## src/rtl/pwm_capture_pkg.sv

```systemverilog
// Shared types and helpers for the PWM capture block.
package pwm_capture_pkg;

    localparam int unsigned C_DEF_COUNTER_WIDTH = 32;
    localparam int unsigned C_DEF_SYNC_STAGES   = 2;
    localparam int unsigned C_DEF_TIMEOUT_CNT   = 32'h00FF_FFFF;
    localparam int unsigned C_MAX_WIDTH         = 64;

    typedef enum logic [1:0] {
        IDLE,
        ARM,
        HIGH,
        LOW
    } state_t;

    // Increment that sticks at max_val instead of wrapping.
    function automatic logic [C_MAX_WIDTH-1:0] sat_inc(
        input logic [C_MAX_WIDTH-1:0] val,
        input logic [C_MAX_WIDTH-1:0] max_val
    );
        if (val >= max_val) begin
            return max_val;
        end
        return val + C_MAX_WIDTH'(1);
    endfunction

endpackage

```

## src/rtl/pwm_sync_edge.sv

```systemverilog
// Synchronizer chain on the async PWM input followed by one edge-detect flop.
module pwm_sync_edge #(
    parameter int unsigned C_SYNC_STAGES = 2
) (
    input  logic clk,
    input  logic reset,
    input  logic pwm_in,
    output logic level,
    output logic rise,
    output logic fall
);

    logic [C_SYNC_STAGES-1:0] sync_q;
    logic                     edge_q;

    always_ff @(posedge clk) begin
        if (reset) begin
            sync_q <= '0;
            edge_q <= 1'b0;
        end else begin
            sync_q <= {sync_q[C_SYNC_STAGES-2:0], pwm_in};
            edge_q <= sync_q[C_SYNC_STAGES-1];
        end
    end

    assign level = sync_q[C_SYNC_STAGES-1];
    assign rise  = level & ~edge_q;
    assign fall  = ~level & edge_q;

endmodule

```

## src/rtl/pwm_capture.sv

```systemverilog
// Measures high time and rise-to-rise period of an async PWM input in clk cycles.
// Optional edge timeout enabled by defining PWM_CAPTURE_TIMEOUT_EN.
module pwm_capture
    import pwm_capture_pkg::*;
#(
    parameter int unsigned C_COUNTER_WIDTH = C_DEF_COUNTER_WIDTH,
    parameter int unsigned C_SYNC_STAGES   = C_DEF_SYNC_STAGES,
    parameter int unsigned C_TIMEOUT_CNT   = C_DEF_TIMEOUT_CNT
) (
    input  logic                       clk,
    input  logic                       reset,
    input  logic                       start,
    input  logic                       stop,
    input  logic                       pwm_in,
    output logic [C_COUNTER_WIDTH-1:0] period_cnt,
    output logic [C_COUNTER_WIDTH-1:0] duty_cnt,
    output logic                       valid,
    output logic                       busy,
    output logic                       overflow,
    output logic                       timeout
);

    localparam logic [C_COUNTER_WIDTH-1:0] CNT_MAX = '1;
    localparam logic [C_COUNTER_WIDTH-1:0] CNT_ONE = C_COUNTER_WIDTH'(1);

    state_t                     state, state_nxt;
    logic [C_COUNTER_WIDTH-1:0] per_cnt, per_nxt, per_inc;
    logic [C_COUNTER_WIDTH-1:0] high_cnt, high_nxt, high_inc;
    logic [C_COUNTER_WIDTH-1:0] period_nxt, duty_nxt;
    logic                       valid_nxt, busy_nxt, ovf_nxt, timeout_nxt;
    logic                       level, rise, fall;
    logic                       to_hit;

    pwm_sync_edge #(
        .C_SYNC_STAGES(C_SYNC_STAGES)
    ) u_sync_edge (
        .clk   (clk),
        .reset (reset),
        .pwm_in(pwm_in),
        .level (level),
        .rise  (rise),
        .fall  (fall)
    );

    assign per_inc  = C_COUNTER_WIDTH'(sat_inc(C_MAX_WIDTH'(per_cnt), C_MAX_WIDTH'(CNT_MAX)));
    assign high_inc = C_COUNTER_WIDTH'(sat_inc(C_MAX_WIDTH'(high_cnt), C_MAX_WIDTH'(CNT_MAX)));

`ifdef PWM_CAPTURE_TIMEOUT_EN
    // Idle counter: cycles since the last edge while capture is active.
    logic [31:0] idle_cnt, idle_nxt;

    always_comb begin
        idle_nxt = '0;
        to_hit   = 1'b0;
        if (state != IDLE && !rise && !fall) begin
            idle_nxt = idle_cnt + 32'd1;
            to_hit   = (idle_nxt == 32'(C_TIMEOUT_CNT));
        end
    end

    always_ff @(posedge clk) begin
        if (reset || start || stop || to_hit) begin
            idle_cnt <= '0;
        end else begin
            idle_cnt <= idle_nxt;
        end
    end
`else
    logic unused_timeout;
    assign to_hit         = 1'b0;
    assign unused_timeout = ^C_TIMEOUT_CNT;
`endif

    always_ff @(posedge clk) begin
        if (reset) begin
            state      <= IDLE;
            per_cnt    <= '0;
            high_cnt   <= '0;
            period_cnt <= '0;
            duty_cnt   <= '0;
            valid      <= 1'b0;
            busy       <= 1'b0;
            overflow   <= 1'b0;
            timeout    <= 1'b0;
        end else begin
            state      <= state_nxt;
            per_cnt    <= per_nxt;
            high_cnt   <= high_nxt;
            period_cnt <= period_nxt;
            duty_cnt   <= duty_nxt;
            valid      <= valid_nxt;
            busy       <= busy_nxt;
            overflow   <= ovf_nxt;
            timeout    <= timeout_nxt;
        end
    end

    // stop beats start, start beats timeout, timeout beats edges.
    always_comb begin
        state_nxt   = state;
        per_nxt     = per_cnt;
        high_nxt    = high_cnt;
        period_nxt  = period_cnt;
        duty_nxt    = duty_cnt;
        valid_nxt   = 1'b0;
        ovf_nxt     = overflow;
        timeout_nxt = 1'b0;

        if (stop) begin
            state_nxt = IDLE;
        end else if (start) begin
            state_nxt = ARM;
            per_nxt   = '0;
            high_nxt  = '0;
            ovf_nxt   = 1'b0;
        end else if (to_hit) begin
            state_nxt   = ARM;
            per_nxt     = '0;
            high_nxt    = '0;
            period_nxt  = '0;
            duty_nxt    = level ? CNT_MAX : '0;
            valid_nxt   = 1'b1;
            timeout_nxt = 1'b1;
        end else begin
            case (state)
                ARM: begin
                    if (rise) begin
                        per_nxt   = CNT_ONE;
                        high_nxt  = CNT_ONE;
                        state_nxt = HIGH;
                    end
                end
                HIGH: begin
                    per_nxt = per_inc;
                    if (per_inc == CNT_MAX) begin
                        ovf_nxt = 1'b1;
                    end
                    if (fall) begin
                        state_nxt = LOW;
                    end else begin
                        high_nxt = high_inc;
                        if (high_inc == CNT_MAX) begin
                            ovf_nxt = 1'b1;
                        end
                    end
                end
                LOW: begin
                    if (rise) begin
                        period_nxt = per_cnt;
                        duty_nxt   = high_cnt;
                        valid_nxt  = 1'b1;
                        per_nxt    = CNT_ONE;
                        high_nxt   = CNT_ONE;
                        state_nxt  = HIGH;
                    end else begin
                        per_nxt = per_inc;
                        if (per_inc == CNT_MAX) begin
                            ovf_nxt = 1'b1;
                        end
                    end
                end
                default: begin
                    state_nxt = state;
                end
            endcase
        end

        busy_nxt = (state_nxt != IDLE);
    end

endmodule

```

## config.mk

```make
export PLATFORM = sky130hd
export DESIGN_NAME = pwm_capture
export DESIGN_NICKNAME = d
export VERILOG_FILES = /design/src/rtl/pwm_capture_pkg.sv /design/src/rtl/pwm_sync_edge.sv /design/src/rtl/pwm_capture.sv
export SDC_FILE = /design/constraint.sdc
export NUM_CORES = 1
export LEC_CHECK = 0
export BUFFER_PORTS_ARGS = -buffer_cell sky130_fd_sc_hd__buf_2
export CORE_MARGIN = 2
export CORE_UTILIZATION = 45
export DETAILED_ROUTE_END_ITERATION = 8
export HOLD_SLACK_MARGIN = 0.15
export PLACE_DENSITY = 0.69
export SETUP_SLACK_MARGIN = 0.02
export SYNTH_ARGS = -nofsm -noshare
export SYNTH_HDL_FRONTEND = slang
export SYNTH_SLANG_ARGS = --single-unit
export TNS_END_PERCENT = 5
```

## constraint.sdc

```tcl
create_clock -name clk -period 3.7 [get_ports clk]
set_input_delay 0.185 -clock clk [delete_from_list [all_inputs] [get_ports clk]]
set_output_delay 0.185 -clock clk [all_outputs]
set_load 0.02 [all_outputs]
```

==> results of run 1 <==
## cell usage after synthesis (all sizes together) (3+ instances only)
cell type / count
buf: 21
nand2: 183
nand3: 30
nor4: 8
and3: 17
dfxtp: 136
nor3b: 4
mux2i: 3
xnor2: 10
nor2b: 14
and2: 7
a21o: 11
inv: 8
xor2: 9
and4b: 3
ha: 6
nand4: 21
clkbuf: 56
nor2: 84
nand2b: 3
a22oi: 6
a31oi: 6
a21oi: 146
o211ai: 3
o21ai: 103
nor3: 25
and4: 6
## flip-flops by register name (all words and copies together) (netlist names), 2 cells and up
name / cells
duty_cnt: 32
high_cnt: 32
per_cnt: 32
period_cnt: 32
state: 2
u_sync_edge.sync_q: 2
## critical path: stages, from the launching register on
cell,delay (ps)
dfxtp_1,410
ha_1,330
nand3_2,170
or4_4,640
nor3b_4,370
nand3_1,140
xor2_1,160
o21ai_0,110
nand2_1,80
o31ai_1,240
## final timing paths
path                                         start                          endpoint  slack, ps
setup / recovery           per_cnt[0]$_SDFFE_PP0P_             overflow$_SDFFE_PP0P_        970
hold / removal                               start               state[1]$_SDFF_PP0_        190
setup reg to reg           per_cnt[0]$_SDFFE_PP0P_             overflow$_SDFFE_PP0P_        970
hold reg to reg   u_sync_edge.sync_q[0]$_SDFF_PP0_  u_sync_edge.sync_q[1]$_SDFF_PP0_        440
## cell type report
class | instances | area (um^2) | share of cell area, %
tap | 188 | 235 | 2.96
clock buffer | 23 | 478 | 6.01
timing repair buffer | 88 | 493 | 6.20
multi-input combinational | 738 | 3850 | 48.4
clock inverter | 8 | 144 | 1.81
sequential | 136 | 2720 | 34.2
inverter | 8 | 30.0 | 0.378
## metal layers
layer | GRT usage, % | wire length, um | vias to the layer above
li1 | - | - | 3391
met1 | 27.4 | 8100 | 3165
met2 | 38.2 | 8900 | 157
met3 | 4.72 | 749 | 22
met4 | 8.14 | 341 | 0
met5 | 0 | 0 | -
## power breakdown
group          switching, uW  internal (uW)  total, uW
combinational           49.5           17.1       66.7
clock                    614           1170       1790
sequential              2.14           1470       1470
## through the flow
step / instances / power, uW / util [%] / area [um^2] / setup slack [ps]
global placement: 1155 / 1570 / 48.4 / 7300 / 1100
global route: 1189 / 3430 / 52.7 / 7950 / 735
detailed placement: 1155 / 1570 / 48.4 / 7300 / 1010
CTS: 1189 / 3350 / 52.7 / 7950 / 990
floorplan: 959 / 1550 / - / 6900 / 1310
finish: 1189 / 3320 / 52.7 / 7950 / 970
## repair_timing
action                                 CTS  global route
endpoints found under the hold margin    2             0
hold buffers                             3             0
buffers inserted                         0             0
## kinds of logic after synthesis
logic type      count (synthesis)
flops                         136
compound gates                290
buf+inv                        85
simple gates                  417
other cells                     1
mux                             5
xor+xnor                       19
fa+ha+maj                       6
==> impl_results.md, run 1 <==
- Status: complete, no violations
- Synthesized area per cell: slightly above 7 um^2
- Synth Flop Type: dfxtp_1
- Synth Area in Compound Gates: roughly 23%
- Synth area leaders: dfxtp_1 39%, a21oi_1 11%, nand2_1 10%
- Hold depth: 3
- Initial antenna violation count: 0
- Ant diodes: 0
- Type of the worst setup path: reg -> reg
- Largest family of logic cells by synthesized area: simple AND/OR/NAND/NOR gates
- Vias per cell: 5.66
- Commonest non-fill, non-tap cell in the layout: nand2_1
- Critical Path AT: 3060 ps
- Die area: between 15000 and 20000 um^2
- Post-route DRC: 0
- Slew @ Worst Pin: roughly 920 ps
- Distinct cells, synth: 59
- Final hold slack: 190 ps
- Yosys top cell area share: just under 40%
- CTS sink count: 136
- Setup TNS: 0 ps
- Worst skew pair latency: 430 ps
- Slew Limit Fails: 0
- Clock Path Buffers: 2
- Max transition margin: 38.6%
- Post-synth EDFFs: 0
- Core Area: 15100 um^2
- Fin. Hold Viols: 0
- Largest net degree at the start of global routing: 89
- 1st-iter DRT viols: slightly below 600
- Die Ht: between 100 and 150 um
- GRT Util Overall: approximately 22%
- Crit Path Max Fanout: 7
- Total CTS buffers: 17
- Most frequent cells in the layout: 183 x nand2_1, 145 x a21oi_1, 136 x dfxtp_1, 103 x o21ai_0, 81 x nor2_1
- CTS tree: yes
- WP data required: 4030 ps
- Syn nets: 970
- Share of cells above drive strength 1: a little over an eighth
- Warnings, synthesis: 0
- Post-synth top area cell: dfxtp_1
- Tcrit/Tclk final: between 70% and 80%
- Vias in the first global route: roughly 6000
- DR pass1 iterations: 5
- Resized cells post-CTS: 0
- Synthesized-area fraction occupied by adder cells: between 1 and 1.5%
- Post-Route WL: between 15000 and 20000 um
- Peak VDD IR: about 360 uV
- Post-route antenna net violation count: 0
- Reg2Reg Depth: 9
- Clock skew: between 10 and 15 ps
- Clock slew at reported path FFs: roughly 60 ps
- Die width: around 130 um
- CTS root buffer: clkbuf_16
- IO Port Bufs: about 70
- Tmin final: about 2700 ps
- Max-cap viol count: 0
- Startpoint types: register
- Cell Rows: between 40 and 50
- I/O Pins: 73
- P_leak: ~0.0029 uW
- GRT Residual Overflow: 0
- Flops & latches, synth: roughly 140
- Element type at the critical path end: register
- WL/cell: approximately 15 um
- Post-synthesis mux area share: less than 1%
- Starting Density: 45.7%
- Synthesis-to-layout area growth: 15.2%
- First-pass GRT wire length: about 30000 um
- Fraction of the yosys area taken by sequential cells: around two fifths
- Pwr Density: around 420 nW/um^2
- Via Count: around 6700
- FMAX: roughly 370 MHz
- Async set or reset register ratio after synthesis: 0%
- RSZ-0062 raised after global routing: no
- Final Net Count: 1000
- Hold Crit Class: in -> reg
- Synth Area in Simple Gates: 28.5%
- Area share of xor/xnor cells in the synthesized design: 2.41%
- DP Wirelength: approximately 12000 um
- Syn Inst Count: 959
- Post-synthesis cell area: just under 7000 um^2
- GPL Wtd Cong: ~0.87
- H-tree Lvls: 4
- Fill cells: 1493
- Setup Viol. Count Final: 0
Note: power is estimated with default switching activity, not from simulation.
==> run 2: changes to the inputs <==
--- a/config.mk
+++ b/config.mk
@@ -10,7 +10,7 @@
 export CORE_UTILIZATION = 45
 export DETAILED_ROUTE_END_ITERATION = 8
 export HOLD_SLACK_MARGIN = 0.15
-export PLACE_DENSITY = 0.69
+export PLACE_DENSITY = 0.71
 export SETUP_SLACK_MARGIN = 0.02
 export SYNTH_ARGS = -nofsm -noshare
 export SYNTH_HDL_FRONTEND = slang
==> constraint.sdc (replaced) <==
create_clock -name clk -period 2.2 [get_ports clk]
set_input_delay 0.11 -clock clk [delete_from_list [all_inputs] [get_ports clk]]
set_output_delay 0.11 -clock clk [all_outputs]
set_load 0.02 [all_outputs]
==> run 2 against run 1 <==
  * The run now ends with setup timing left
  * Routed wire length is 10% higher
  * Via count is 9.3% higher
  * Hold slack better by 250 ps
  * First-iteration DRC count is 29% higher
  * Combinational power is 96% higher
  * Critical path depth is 1 higher
  * Sequential cell count stayed put
  * Final area is 14% higher
  * Sequential share of layout area is 4.1 points lower
  * Total power is 61% higher
  * Clock-buffer cell count is 3 lower
  * Non-clock buffer count is 106 higher
==> impl_results.md, run 2 (synthesized netlist as in run 1, its figures left out) <==
- Type of the worst setup path: reg -> reg
- Tcrit/Tclk final: 104% (+30 points)
- Startpoint types: register
- Starting Density: 45.7% (unchanged)
- Design Power: 5370 uW (+61%)
- Hold depth: 3 (unchanged)
- Post-route design area: 9060 um^2 (+14%)
- Uppermost layer routed: met4
- CTS tree: yes
- 1st-iter DRT viols: 744 (+29%)
- Met3 wire length: 925 um (+23%)
- Total CTS buffers: 17 (unchanged)
- CTS root buffer: clkbuf_16
- Die area: 16300 um^2 (unchanged)
- Fin. Hold Viols: 0 (unchanged)
- H-tree Lvls: 4 (unchanged)
- Tmin final: 2280 ps (-449 ps)
- Pwr Density: 592 nW/um^2 (+42%)
- Post-route antenna net violation count: 0 (unchanged)
- Final Net Count: 1106 (+11%)
- Max-cap viol count: 0 (unchanged)
- Max transition margin: 37.9% (-0.64 points)
- Commonest non-fill, non-tap cell in the layout: nand2_1
- Worst skew pair latency: 420 ps (about the same)
- Vias in the first global route: 6746 (+11%)
- Setup TNS: -123 ps (-123 ps)
- R2R Setup Slk: -80 ps (-1050 ps)
- Cell Rows: 45 (unchanged)
- Critical Path End: overflow$_SDFFE_PP0P_
- Final Worst Setup Slack: -81.5 ps (-1050 ps)
- DR pass1 iterations: 7 (+2)
- Peak VDD IR: 539 uV (+48%)
- RSZ-0062 raised after global routing: yes
- GRT Util Overall: 24.2% (+2.0 points)
- I/O Pins: 73 (unchanged)
- GRT Residual Overflow: 0 (unchanged)
- Critical path origin: per_cnt[0]$_SDFFE_PP0P_
- Clock Power Share: 51.5% (-2.3 points)
- WL/cell: 15.4 um (+1.2%)
- Flop pwr share: 46.0% (+1.8 points)
- Net Sw Power: 1190 uW (+79%)
- Ant diodes: 0 (unchanged)
- Final hold slack: 442 ps (+252 ps)
- DP Wirelength: 13100 um (+12%)
- Critical Path AT: 2620 ps (-440 ps)
- Die Ht: 128 um (unchanged)
- Clock skew: 7.75 ps (-6.73 ps)
- Fill cells: 1381 (-7.5%)
- Failing checks: setup timing
- Slew Limit Fails: 0 (unchanged)
- Core Area: 15100 um^2 (unchanged)
- Largest net degree at the start of global routing: 88 (-1.1%)
- Switching share of total power: 22.2% (+2.2 points)
- Most frequent cells in the layout: 182 x nand2_1, 142 x a21oi_1, 129 x dfxtp_1, 104 x buf_4, 95 x o21ai_0
- Worst Hold Launch: pwm_in
- GPL Wtd Cong: 0.917 (+5.4%)
- WP data required: 2540 ps (-1490 ps)
- M1 WL: 8600 um (+6.2%)
- Vias per cell: 5.68 (+0.24%)
- P_leak: 0.00354 uW (+21%)
- Placement Cell Area: 8180 um^2 (+12%)
- Met2 WL: 9880 um (+11%)
- Die width: 128 um (unchanged)
- Via Count: 7359 (+9.3%)
- Setup Viol. Count Final: 3 (+3)
- Reg2Reg Depth: 10 (+1)
- RR Endpoint: overflow$_SDFFE_PP0P_
- Share of cells above drive strength 1: 25.5% (+12 points)
- Worst r2r src: per_cnt[0]$_SDFFE_PP0P_
- CTS sink count: 136 (unchanged)
- Clock slew at reported path FFs: 60 ps (about the same)
- Status: finished, violations left
- IO Port Bufs: 71 (unchanged)
- Element type at the critical path end: register
- Synthesis-to-layout area growth: 31.3%
- Hold Crit Class: in -> reg
- Initial antenna violation count: 0 (unchanged)
- Cell Int Power: 4180 uW (+57%)
- Post-route DRC: 0 (unchanged)
- Crit Path Max Fanout: 5 (-2)
- Slew @ Worst Pin: 931 ps (+9.57 ps)
- Clock Path Buffers: 2 (unchanged)
- FMAX: 438 MHz (+20%)
- Post-Route WL: 20000 um (+10%)
- Logic pwr share: 2.4% (+0.4 points)
- First-pass GRT wire length: 32300 um (+9.3%)
run 2: metal layers:
metal / up-vias / global-route usage, %
met4: 0 / 10.5
met1: 3434 / 30.0
li1: 3602 / -
met2: 270 / 41.1
met3: 53 / 4.59
met5: - / 0
run 2: power groups by stage:
stage / Combinational [uW] / Sequential [uW] / Clock (uW)
final: 131 / 2470 / 2770
after global routing: 142 / 2470 / 2920
after CTS: 127 / 2470 / 2800
after detailed placement: 121 / 2520 / 0
after global placement: 120 / 2520 / 0
after floorplan: 78.0 / 2520 / 0
run 2: how the worst min path moves through the flow:
stage                                       endpoint  slack (ps)
floorplan                        state[0]$_SDFF_PP0_         190
global placement    u_sync_edge.sync_q[0]$_SDFF_PP0_         330
detailed placement  u_sync_edge.sync_q[0]$_SDFF_PP0_         330
CTS                 u_sync_edge.sync_q[0]$_SDFF_PP0_         430
global route        u_sync_edge.sync_q[0]$_SDFF_PP0_         440
finish              u_sync_edge.sync_q[0]$_SDFF_PP0_         440
run 2: final cells by class:
cell class / count / area, um^2 / area share, %
sequential: 136 / 2730 / 30.2
tap: 188 / 235 / 2.60
multi-input combinational: 738 / 4020 / 44.3
clock buffer: 20 / 478 / 5.27
inverter: 8 / 30.0 / 0.331
timing repair buffer: 194 / 1470 / 16.2
clock inverter: 12 / 97.6 / 1.08
run 2: worst max-delay path: stages, from the launching register on:
cell	delay, ps
dfxtp_4	360
ha_4	150
nand3_4	80
or4_4	610
nor2_4	150
buf_4	140
xnor2_1	60
o21a_1	200
a21oi_2	110
a21oi_1	110
o31ai_2	240
run 2: repair_timing:
action,4_1_cts,5_1_grt
setup endpoints to repair,2,62
resized for setup,6,42
cloned,0,2
endpoints found under the hold margin,3,0
hold buffers,4,0
buffers inserted,0,8
pin swaps,1,28
run 2: stage by stage:
stage / cells / util (%) / worst slack, ps
finish: 1296 / 60.1 / -81.5
global route: 1296 / 60.1 / -176
CTS: 1286 / 58.5 / 26.5
floorplan: 959 / - / 20.9
global placement: 1250 / 54.2 / -33.6
detailed placement: 1250 / 54.2 / 20.6
==> run 3: changes to the inputs <==
--- a/config.mk
+++ b/config.mk
@@ -6,9 +6,10 @@
 export NUM_CORES = 1
 export LEC_CHECK = 0
 export BUFFER_PORTS_ARGS = -buffer_cell sky130_fd_sc_hd__buf_2
-export CORE_MARGIN = 2
+export CORE_MARGIN = 1
 export CORE_UTILIZATION = 45
 export DETAILED_ROUTE_END_ITERATION = 8
+export GPL_TIMING_DRIVEN = 0
 export HOLD_SLACK_MARGIN = 0.15
 export PLACE_DENSITY = 0.71
 export SETUP_SLACK_MARGIN = 0.02
==> run 3 against run 2 <==
  * The flow still finishes with violations (setup timing)
  * Global-route usage grew 2.5 points
  * Via count grew 0.94%
  * Total power grew 7.1%
  * Clock skew grew 1.2 ps
  * Non-clock buffer count shrank 1
  * Sequential cell count is the same
  * Die area shrank 3.1%
  * First-iteration DRC count shrank 7.1%
  * Clock power grew 14%
  * Sequential power is essentially flat
==> impl_results.md, run 3 (synthesized netlist as in run 1, its figures left out) <==
- Status: finished, violations left
- Failing checks: setup timing
- CTS tree: yes
- Flop pwr share: 42.8% (-3.2 points)
- DR pass1 iterations: 5 (-2)
- Fin. Hold Viols: 0 (unchanged)
- Cell Int Power: 4510 uW (+8.0%)
- Core Area: 14800 um^2 (-2.2%)
- Final cell count without fillers: 1291 (-0.39%)
- FMAX: 430 MHz (-1.8%)
- 1st-iter DRT viols: 691 (-7.1%)
- Slew @ Worst Pin: 738 ps (-193 ps)
- Commonest non-fill, non-tap cell in the layout: nand2_1
- I/O Pins: 73 (unchanged)
- Area of the multi-input gates: 4050 um^2 (+0.69%)
- CTS root buffer: clkbuf_16
- CTS sink count: 136 (unchanged)
- Max transition margin: 50.8% (+13 points)
- IO Port Bufs: 70 (-1.4%)
- DP Wirelength: 13800 um (+5.8%)
- Tcrit/Tclk final: 106% (+1.9 points)
- Largest net degree at the start of global routing: 17 (-81%)
- Final Worst Setup Slack: -124 ps (-42.8 ps)
- Critical path cell sequence: buf_6 > nand4_1 > buf_4 > nor2_4 > buf_6 > nand4_1 > nor2_1 > mux2i_1 > o2111ai_2 > o31a_1 > o31ai_2
- Dpl cells: 1213 (-3.0%)
- GPL Wtd Cong: 0.896 (-2.3%)
- Cell Rows: 44 (-2.2%)
- Type of the worst setup path: reg -> reg
- Pwr Density: 646 nW/um^2 (+9.1%)
- Element type at the critical path end: register
- Most frequent cells in the layout: 180 x nand2_1, 145 x a21oi_1, 107 x dfxtp_1, 99 x o21ai_0, 77 x nor2_1
- Setup Viol. Count Final: 1 (-2)
- Switching share of total power: 21.5% (-0.69 points)
- Total CTS buffers: 17 (unchanged)
- Final core utilization: 60.3% (+0.21 points)
- Post-route antenna net violation count: 0 (unchanged)
- Cell with the largest stage delay on the worst path: dfxtp_4
- Net Sw Power: 1230 uW (+3.7%)
- Via Count: 7428 (+0.94%)
- WL/cell: 16.6 um (+7.5%)
- Clock slew at reported path FFs: 60 ps (about the same)
- Synthesis-to-layout area growth: 28.9%
- Initial antenna violation count: 0 (unchanged)
- Crit Path Max Fanout: 6 (+1)
- Tmin final: 2320 ps (+42.8 ps)
- GRT Util Overall: 26.7% (+2.5 points)
- Clock skew: 8.97 ps (+1.22 ps)
- H-tree Lvls: 4 (unchanged)
- Critical path's largest stage delay: 370 ps (-240 ps)
- GRT Residual Overflow: 0 (unchanged)
- P_leak: 0.00340 uW (-4.0%)
- Peak VDD IR: 616 uV (+14%)
- Starting Density: 46.8% (+1.0 points)
- Storage cell area: 2790 um^2 (+1.9%)
- First-pass GRT wire length: 33900 um (+4.8%)
- Die Ht: 126 um (-1.6%)
- Fill cells: 1362 (-1.4%)
- Clock Power Share: 54.8% (+3.3 points)
- RSZ-0062 raised after global routing: yes
- Startpoint types: register
- Vias in the first global route: 6687 (-0.87%)
- Hold Crit Class: in -> reg
- Post-Route WL: 21400 um (+7.1%)
- WP data required: 2540 ps (about the same)
- Die area: 15800 um^2 (-3.1%)
- Slew Limit Fails: 0 (unchanged)
- Max-cap viol count: 0 (unchanged)
- Logic pwr share: 2.4% (about the same)
- Post-route DRC: 0 (unchanged)
- Critical Path AT: 2670 ps (+50 ps)
- Worst skew pair latency: 430 ps (about the same)
- Clock Path Buffers: 2 (unchanged)
- Die width: 126 um (-1.6%)
- Vias per cell: 5.75 (+1.3%)
- Final Net Count: 1105 (-0.090%)
- Ant diodes: 0 (unchanged)
- Share of cells above drive strength 1: 24.1% (-1.3 points)
[run 3: metrics by stage]
stage	area [um^2]	hold slack [ps]	TNS (ps)	total power, uW	setup WS (ps)
floorplan	6950	190	0	2600	20.9
global placement	7530	326	-45010	2650	-809
detailed placement	7530	341	-41730	2650	-796
global route	8890	224	-1300	5870	-308
CTS	8640	198	-210	5760	-126
finish	8890	211	-124	5750	-124
[run 3: per-layer routing]
metal | share of wire (%) | routed length [um] | global-route usage, %
met4 | 1.9 | 409 | 9.57
met2 | 43 | 9260 | 39.8
met1 | 47 | 10100 | 38.2
met5 | 0 | 0 | 0
met3 | 7.4 | 1580 | 5.27
[run 3: critical path: cells and delay by family (launching register included)]
kind,cells,cell delay [ps]
multiplexers,1,270
AND/OR/NAND/NOR,4,600
AO/OA/AOI/OAI,3,570
flip-flops,1,370
buffers and inverters,3,420
[run 3: worst paths after layout]
kind,slack [ps],to,startpoint,cells past startpoint
max,-120,overflow$_SDFFE_PP0P_,high_cnt[0]$_SDFFE_PP0P_,11
max reg2reg,-120,overflow$_SDFFE_PP0P_,high_cnt[0]$_SDFFE_PP0P_,11
min reg2reg,440,u_sync_edge.sync_q[1]$_SDFF_PP0_,u_sync_edge.sync_q[0]$_SDFF_PP0_,1
min,210,high_cnt[20]$_SDFFE_PP0P_,reset,3
[run 3: power groups by stage]
stage | clock (uW) | sequential, uW | combinational [uW]
floorplan | 0 | 2520 | 78.0
global placement | 0 | 2520 | 122
detailed placement | 0 | 2520 | 122
CTS | 3170 | 2460 | 131
global route | 3270 | 2460 | 147
finish | 3150 | 2460 | 137
[run 3: timing repair]
| action | CTS | global route |
|---|---|---|
| endpoints found under the setup margin | 125 | 110 |
| hold endpoints to repair | 3 | 0 |
| pin swaps | 22 | 16 |
| buffers inserted | 35 | 18 |
| hold buffers | 3 | 0 |
| gates resized for setup | 84 | 48 |
[run 3: area by class of cell]
cell class	instances	area share, %
multi-input combinational	738	45.5
sequential	136	31.3
timing repair buffer	126	8.84
clock buffer	21	5.42
buffer	67	4.11
tap	184	2.59
clock inverter	11	1.89
inverter	8	0.338
